$ cat src/rtl/ps2_pkg.sv
// Shared PS/2 scancode sequencer types: decoder states, protocol byte values
// and the decoded key event record.
package ps2_pkg;

  typedef enum logic [2:0] {
    IDLE    = 3'd0,
    EXT     = 3'd1,
    BRK     = 3'd2,
    EXT_BRK = 3'd3,
    PAUSE   = 3'd4
  } ps2_state_e;

  localparam logic [7:0] BYTE_E0 = 8'hE0;
  localparam logic [7:0] BYTE_F0 = 8'hF0;
  localparam logic [7:0] BYTE_E1 = 8'hE1;
  localparam logic [7:0] BYTE_00 = 8'h00;
  localparam logic [7:0] BYTE_FF = 8'hFF;

  typedef struct packed {
    logic [7:0] code;
    logic       ext;
    logic       rel;
  } key_event_t;

  // 00 and FF are keyboard error/overrun codes, never part of a valid sequence.
  function automatic logic is_abort_byte(input logic [7:0] b);
    return (b == BYTE_00) || (b == BYTE_FF);
  endfunction

endpackage

$ cat src/rtl/ps2_scancode_sequencer_if.sv
// Byte input and key event output bundle of the scancode sequencer.
interface ps2_scancode_sequencer_if;

  logic [7:0] ps2_received_data;
  logic       ps2_received_data_strb;
  logic [7:0] key_code;
  logic       key_extended;
  logic       key_release;
  logic       key_valid;
  logic       key_ready;
  logic       key_overflow;
  logic       seq_error;

  modport master (
    output ps2_received_data, ps2_received_data_strb, key_ready,
    input  key_code, key_extended, key_release, key_valid, key_overflow, seq_error
  );

  modport slave (
    input  ps2_received_data, ps2_received_data_strb, key_ready,
    output key_code, key_extended, key_release, key_valid, key_overflow, seq_error
  );

endinterface

$ cat src/rtl/ps2_event_buffer.sv
// One-entry valid/ready holding register for decoded key events; refills in the
// same cycle the held event is taken, drops new events when full and stalled.
module ps2_event_buffer
  import ps2_pkg::*;
(
  input  logic       clk,
  input  logic       rst_n,
  input  logic       push,
  input  key_event_t push_event,
  input  logic       key_ready,
  output logic       key_valid,
  output key_event_t key_event,
  output logic       key_overflow
);

  logic       valid_q, valid_d;
  key_event_t event_q, event_d;
  logic       overflow_q, overflow_d;
  logic       accept;
  logic       load;

  always_comb begin
    accept     = valid_q && key_ready;
    load       = push && (!valid_q || accept);
    valid_d    = valid_q;
    event_d    = event_q;
    overflow_d = push && valid_q && !key_ready;
    if (load) begin
      valid_d = 1'b1;
      event_d = push_event;
    end else if (accept) begin
      valid_d = 1'b0;
    end
  end

  always_ff @(posedge clk or negedge rst_n) begin
    if (!rst_n) begin
      valid_q    <= 1'b0;
      event_q    <= '0;
      overflow_q <= 1'b0;
    end else begin
      valid_q    <= valid_d;
      event_q    <= event_d;
      overflow_q <= overflow_d;
    end
  end

  assign key_valid    = valid_q;
  assign key_event    = event_q;
  assign key_overflow = overflow_q;

endmodule

$ cat src/rtl/ps2_scancode_sequencer.sv
// Folds PS/2 set-2 byte sequences (E0/F0/E1 prefixes) into single key events,
// with an inter-byte timeout that abandons stalled multi-byte sequences.
module ps2_scancode_sequencer
  import ps2_pkg::*;
#(
  parameter int TIMEOUT_CYCLES   = 500000,
  parameter int PAUSE_TAIL_BYTES = 7
) (
  input logic                      clk,
  input logic                      rst_n,
  ps2_scancode_sequencer_if.slave  bus
);

  localparam int TMO_W  = $clog2(TIMEOUT_CYCLES);
  localparam int TAIL_W = $clog2(PAUSE_TAIL_BYTES + 1);
  localparam logic [TMO_W-1:0]  TMO_LAST  = TMO_W'(TIMEOUT_CYCLES - 1);
  localparam logic [TAIL_W-1:0] TAIL_INIT = TAIL_W'(PAUSE_TAIL_BYTES);
  localparam logic [TAIL_W-1:0] TAIL_ONE  = TAIL_W'(1);

  ps2_state_e        state_q, state_d;
  logic [TMO_W-1:0]  tmo_q, tmo_d;
  logic [TAIL_W-1:0] tail_q, tail_d;
  logic              seq_error_q, seq_error_d;
  logic              timeout_hit;
  logic              emit;
  key_event_t        emit_event;
  key_event_t        buf_event;
  logic [7:0]        rx;

  assign rx = bus.ps2_received_data;

  always_comb begin
    state_d     = state_q;
    tmo_d       = tmo_q;
    tail_d      = tail_q;
    seq_error_d = 1'b0;
    timeout_hit = 1'b0;
    emit        = 1'b0;
    emit_event  = '0;
    if (bus.ps2_received_data_strb) begin
      tmo_d = '0;
      if (state_q != IDLE && is_abort_byte(rx)) begin
        state_d     = IDLE;
        tail_d      = '0;
        seq_error_d = 1'b1;
      end else begin
        case (state_q)
          IDLE: begin
            if (rx == BYTE_E0) begin
              state_d = EXT;
            end else if (rx == BYTE_F0) begin
              state_d = BRK;
            end else if (rx == BYTE_E1) begin
              state_d = PAUSE;
              tail_d  = TAIL_INIT;
            end else if (is_abort_byte(rx)) begin
              seq_error_d = 1'b1;
            end else begin
              emit       = 1'b1;
              emit_event = '{code: rx, ext: 1'b0, rel: 1'b0};
            end
          end
          EXT: begin
            if (rx == BYTE_F0) begin
              state_d = EXT_BRK;
            end else begin
              emit       = 1'b1;
              emit_event = '{code: rx, ext: 1'b1, rel: 1'b0};
              state_d    = IDLE;
            end
          end
          BRK: begin
            emit       = 1'b1;
            emit_event = '{code: rx, ext: 1'b0, rel: 1'b1};
            state_d    = IDLE;
          end
          EXT_BRK: begin
            emit       = 1'b1;
            emit_event = '{code: rx, ext: 1'b1, rel: 1'b1};
            state_d    = IDLE;
          end
          PAUSE: begin
            // Pause has no break code; the whole tail collapses into one E1 event.
            if (tail_q <= TAIL_ONE) begin
              emit       = 1'b1;
              emit_event = '{code: BYTE_E1, ext: 1'b1, rel: 1'b0};
              state_d    = IDLE;
              tail_d     = '0;
            end else begin
              tail_d = tail_q - 1'b1;
            end
          end
          default: begin
            state_d = IDLE;
            tail_d  = '0;
          end
        endcase
      end
    end else if (state_q != IDLE) begin
      if (tmo_q == TMO_LAST) begin
        timeout_hit = 1'b1;
        state_d     = IDLE;
        tmo_d       = '0;
        tail_d      = '0;
      end else begin
        tmo_d = tmo_q + 1'b1;
      end
    end else begin
      tmo_d = '0;
    end
  end

  always_ff @(posedge clk or negedge rst_n) begin
    if (!rst_n) begin
      state_q     <= IDLE;
      tmo_q       <= '0;
      tail_q      <= '0;
      seq_error_q <= 1'b0;
    end else begin
      state_q     <= state_d;
      tmo_q       <= tmo_d;
      tail_q      <= tail_d;
      seq_error_q <= seq_error_d;
    end
  end

  ps2_event_buffer u_event_buffer (
    .clk          (clk),
    .rst_n        (rst_n),
    .push         (emit),
    .push_event   (emit_event),
    .key_ready    (bus.key_ready),
    .key_valid    (bus.key_valid),
    .key_event    (buf_event),
    .key_overflow (bus.key_overflow)
  );

  assign bus.key_code     = buf_event.code;
  assign bus.key_extended = buf_event.ext;
  assign bus.key_release  = buf_event.rel;
  // A timeout is flagged in the cycle the limit is reached, unless a byte arrives.
  assign bus.seq_error    = seq_error_q | timeout_hit;

endmodule

$ cat src/flat_wrapper.sv
// flat-port wrapper written by rule: the top's interface ports become plain ports
module ps2_scancode_sequencer_flat import ps2_pkg::*;
#(
  parameter int TIMEOUT_CYCLES   = 500000,
  parameter int PAUSE_TAIL_BYTES = 7
)
  (clk, rst_n, bus_ps2_received_data, bus_ps2_received_data_strb, bus_key_ready, bus_key_code, bus_key_extended, bus_key_release, bus_key_valid, bus_key_overflow, bus_seq_error);
  ps2_scancode_sequencer_if bus_i ();
  input logic clk;
  input logic rst_n;
  input wire logic [$bits(bus_i.ps2_received_data)-1:0] bus_ps2_received_data;
  input wire logic [$bits(bus_i.ps2_received_data_strb)-1:0] bus_ps2_received_data_strb;
  input wire logic [$bits(bus_i.key_ready)-1:0] bus_key_ready;
  output wire logic [$bits(bus_i.key_code)-1:0] bus_key_code;
  output wire logic [$bits(bus_i.key_extended)-1:0] bus_key_extended;
  output wire logic [$bits(bus_i.key_release)-1:0] bus_key_release;
  output wire logic [$bits(bus_i.key_valid)-1:0] bus_key_valid;
  output wire logic [$bits(bus_i.key_overflow)-1:0] bus_key_overflow;
  output wire logic [$bits(bus_i.seq_error)-1:0] bus_seq_error;
  assign bus_i.ps2_received_data = bus_ps2_received_data;
  assign bus_i.ps2_received_data_strb = bus_ps2_received_data_strb;
  assign bus_i.key_ready = bus_key_ready;
  assign bus_key_code = bus_i.key_code;
  assign bus_key_extended = bus_i.key_extended;
  assign bus_key_release = bus_i.key_release;
  assign bus_key_valid = bus_i.key_valid;
  assign bus_key_overflow = bus_i.key_overflow;
  assign bus_seq_error = bus_i.seq_error;
  ps2_scancode_sequencer #(.TIMEOUT_CYCLES(TIMEOUT_CYCLES), .PAUSE_TAIL_BYTES(PAUSE_TAIL_BYTES)) u_core (.clk(clk), .rst_n(rst_n), .bus(bus_i));
endmodule
$ cat config.mk
export PLATFORM = sky130hd
export DESIGN_NAME = ps2_scancode_sequencer_flat
export DESIGN_NICKNAME = d
export VERILOG_FILES = /design/src/rtl/ps2_pkg.sv /design/src/rtl/ps2_scancode_sequencer_if.sv /design/src/rtl/ps2_event_buffer.sv /design/src/rtl/ps2_scancode_sequencer.sv /design/src/flat_wrapper.sv
export SDC_FILE = /design/constraint.sdc
export NUM_CORES = 1
export LEC_CHECK = 0
export ABC_AREA = 1
export BUFFER_PORTS_ARGS = -buffer_cell sky130_fd_sc_hd__buf_2
export CAP_MARGIN = 10
export CORE_MARGIN = 2
export CORE_UTILIZATION = 30
export CTS_CLUSTER_SIZE = 40
export DETAILED_ROUTE_END_ITERATION = 12
export GPL_TIMING_DRIVEN = 0
export SYNTH_ARGS = -nofsm -noshare
export SYNTH_HDL_FRONTEND = slang
export SYNTH_SLANG_ARGS = --single-unit
$ cat constraint.sdc
create_clock -name clk -period 2 [get_ports clk]
set_input_delay 0.4 -clock clk [delete_from_list [all_inputs] [get_ports clk]]
set_output_delay 0.4 -clock clk [all_outputs]
set_load 0.01 [all_outputs]
==> results.toml <==
[outcome]
outcome = "complete, but fails checks"
violations = "negative setup slack"

[finish]
final_common_cell = "nand2_1"
final_cells = 459
final_cell_mix = "84 x nand2_1, 41 x nor2_1, 38 x dfrtp_1"
drive_above_1_share = 0.2129
area_growth_syn_to_layout_pct = 18.99
fin_nets = 371
antennaDiodeCount = 0

[sta]
max_slew_margin = 0.4275
fmax_mhz = 485.5
tightestPinTransition_ps = 858.7
setup_ws_ps = -59.78
fin_setup_tns_ps = -59.78
final_hold_viol_count = 0
fin_crit_ps = 2060
rsz0062_at_grt = "true"
period_share = 1.030
maxSlewViolCount = 0
fin_skew_ps = 5.444
setup_violations = 1

[routing]
num_vias = 2155
drt_iter0_markers = 80
drc_errors = 0
antenna_left = 0
wl_per_cell_microns = 12.06
drt-pass1-iter-count = 4
viasPerCell = 4.695
drt_wl_total_microns = 5535

[critical_path]
cp-start-kind = "flip-flop"
end_kind = "primary output"
crit_type = "reg2out"
cp_top_family = "flip-flops"
cp_max_fo = 4
arrival_ps = 1660
critPathSlowestCell = "dfrtp_1"
cp_num_buf_inv = 2
cp.required_ps = 1600
cp_slowest_stage_delay_ps = 410
crit_chain = "ha_4, nand2_2, inv_2, nand2_4, nor2_4, nand3_4, o31ai_4, buf_2"
reg2reg_depth = 12
worst-path-stages = 8

[placed_design]
dp_hpwl_microns = 4040
io_buffers = 24
dp_slack_ps = -206.6
dp.cells = 444
place_congestion = 0.8897

[power_and_ir_drop]
ir_drop_uv = 242.8
p_int_mw = 1.557
power.switching_uw = 954.7
seqPwrFrac = 0.400
p_comb_frac = 0.378
clkPwrFrac = 0.221
powerDensity_nw_per_um2 = 894.9
swShare = 0.3802
cellLeakagePower_nw = 1.356

[clocking]
ctsHoldBuffers = 0
path_clk_slew_ps = 80
htreeDepth = 2
root_buffer = "clkbuf_8"
worstSkewPairLatency_ps = 290
cts_tree = "built"
cts.path.max_buffers = 2
clock_sinks = 38
numCtsBuffers = 5

[grt]
grt_overflow = 0
grt_pass1_wl_microns = 9522
antenna_found_initial = 0
track_usage = 0.1379
grt_pass1_vias = 2102
grt_max_degree = 39

[floorplanning]
start_util = 0.3068
die_w_microns = 92.67
die-area_sq_um = 8587
core_sq_um = 7687
die_h_microns = 92.67
ios = 25
core.rowCount = 32

[job]
max_cap_violations = 0

[synthesis]
synth_seq_area_share = 0.4032
synth_nets = 333
netlist_area_sq_um = 2359
ys_warn_count = 0
ys_ff_latch = 38
synth_area_per_cell_sq_um = 7.417
ys_types = 33
netlist_instances = 318

[hold_path]
hold_path_class = "in2async"
==> power groups by stage <==
| stage | registers [mW] | clock network, mW | logic [mW] |
|---|---|---|---|
| 2_1_floorplan | 1.05 | 0 | 0.616 |
| 3_3_place_gp | 1.01 | 0 | 0.907 |
| 3_5_place_dp | 1.02 | 0 | 0.922 |
| 4_1_cts | 1.01 | 0.572 | 0.940 |
| 5_1_grt | 1.02 | 0.606 | 1.07 |
| 6_report | 1.01 | 0.556 | 0.950 |
==> kinds of logic (layout without fill, tap and decap cells) <==
kind of cell | Yosys count | count (layout) | synth area share
simple gates | 181 | 181 | 0.3491
compound gates | 52 | 52 | 0.1363
buf+inv | 39 | 78 | 0.07692
flops | 38 | 38 | 0.4032
xor+xnor | 5 | 5 | 0.01857
fa+ha+maj | 3 | 3 | 0.01592
==> registers in the layout, indices dropped and copies added (netlist names) <==
| register | flops |
|---|---|
| u_core.seq_error_q | 1 |
| u_core.state_q | 3 |
| u_core.tail_q | 3 |
| u_core.tmo_q | 19 |
| u_core.u_event_buffer.key_event | 10 |
| u_core.u_event_buffer.key_overflow | 1 |
| u_core.u_event_buffer.key_valid | 1 |
==> worst reg2reg max path: stages, from the launching register on <==
cell,delay [ps]
dfrtp_1,380
buf_6,140
nor2_8,120
inv_4,70
nor2_8,140
inv_4,80
nand2_4,130
nand2_1,110
nor2_2,140
nand3_2,120
buf_6,150
nand2_1,80
o21ai_2,50
==> worst paths after layout <==
kind	to	slack, ps	start
worst max-delay path	bus_seq_error	-60	u_core.tmo_q[1]
worst min-delay path	u_core.tmo_q[8]	220	rst_n
min in group clk	u_core.u_event_buffer.key_valid	410	bus_key_ready
max in group asynchronous	u_core.u_event_buffer.key_event[4]	1240	rst_n
worst min register to register	u_core.u_event_buffer.key_event[3]	480	u_core.u_event_buffer.key_event[3]
worst max register to register	u_core.u_event_buffer.key_event[0]	180	u_core.state_q[1]
==> synth_stat cells, drive strengths merged <==
| library cell | number | area share |
|---|---|---|
| a211oi | 1 | 0.0032 |
| a21oi | 10 | 0.021 |
| a31oi | 1 | 0.0027 |
| and2 | 1 | 0.0037 |
| buf | 5 | 0.020 |
| dfrtp | 38 | 0.40 |
| ha | 3 | 0.016 |
| inv | 34 | 0.057 |
| nand2 | 88 | 0.14 |
| nand3 | 28 | 0.066 |
| nand4 | 8 | 0.021 |
| nor2 | 47 | 0.094 |
| nor3 | 7 | 0.015 |
| nor4 | 2 | 0.0053 |
| o211ai | 3 | 0.0095 |
| o21ai | 33 | 0.088 |
| o21bai | 2 | 0.0064 |
| o22ai | 1 | 0.0027 |
| o31ai | 1 | 0.0032 |
| xnor2 | 2 | 0.0074 |
| xor2 | 3 | 0.011 |
==> per-stage QoR <==
step	hold slack (ps)	util	total power, mW	area [sq um]
4_1_cts	260.8	0.3605	2.518	2771
3_5_place_dp	448.4	0.3390	1.939	2606
3_3_place_gp	450.0	0.3390	1.920	2606
2_1_floorplan	104.4	-	1.671	2359
6_report	218.0	0.3651	2.511	2806
5_1_grt	300.0	0.3651	2.695	2806
==> final cells by class <==
class                           count  area [sq um]
Buffer                              5         46.29
Inverter                           34         135.1
Sequential cell                    38         950.9
Timing Repair Buffer               31         172.7
Clock inverter                      1         5.005
Tap cell                          102         127.6
Multi-Input combinational cell    241          1282
Clock buffer                        7         86.33
Fill cell                         865          4881
==> layer usage <==
layer	up-vias	global-route usage	wire length, microns
met3	2	0.02441	175
met2	26	0.2415	2680
met4	0	0.04289	39
met1	1010	0.1726	2639
li1	1117	-	-
met5	-	0	0
==> repair_timing <==
action	4_1_cts	5_1_grt
gates resized for setup	11	1
pin swaps	1	3
endpoints found under the setup margin	6	10
buffers inserted	3	4
Power figures use the tool's default switching activity.
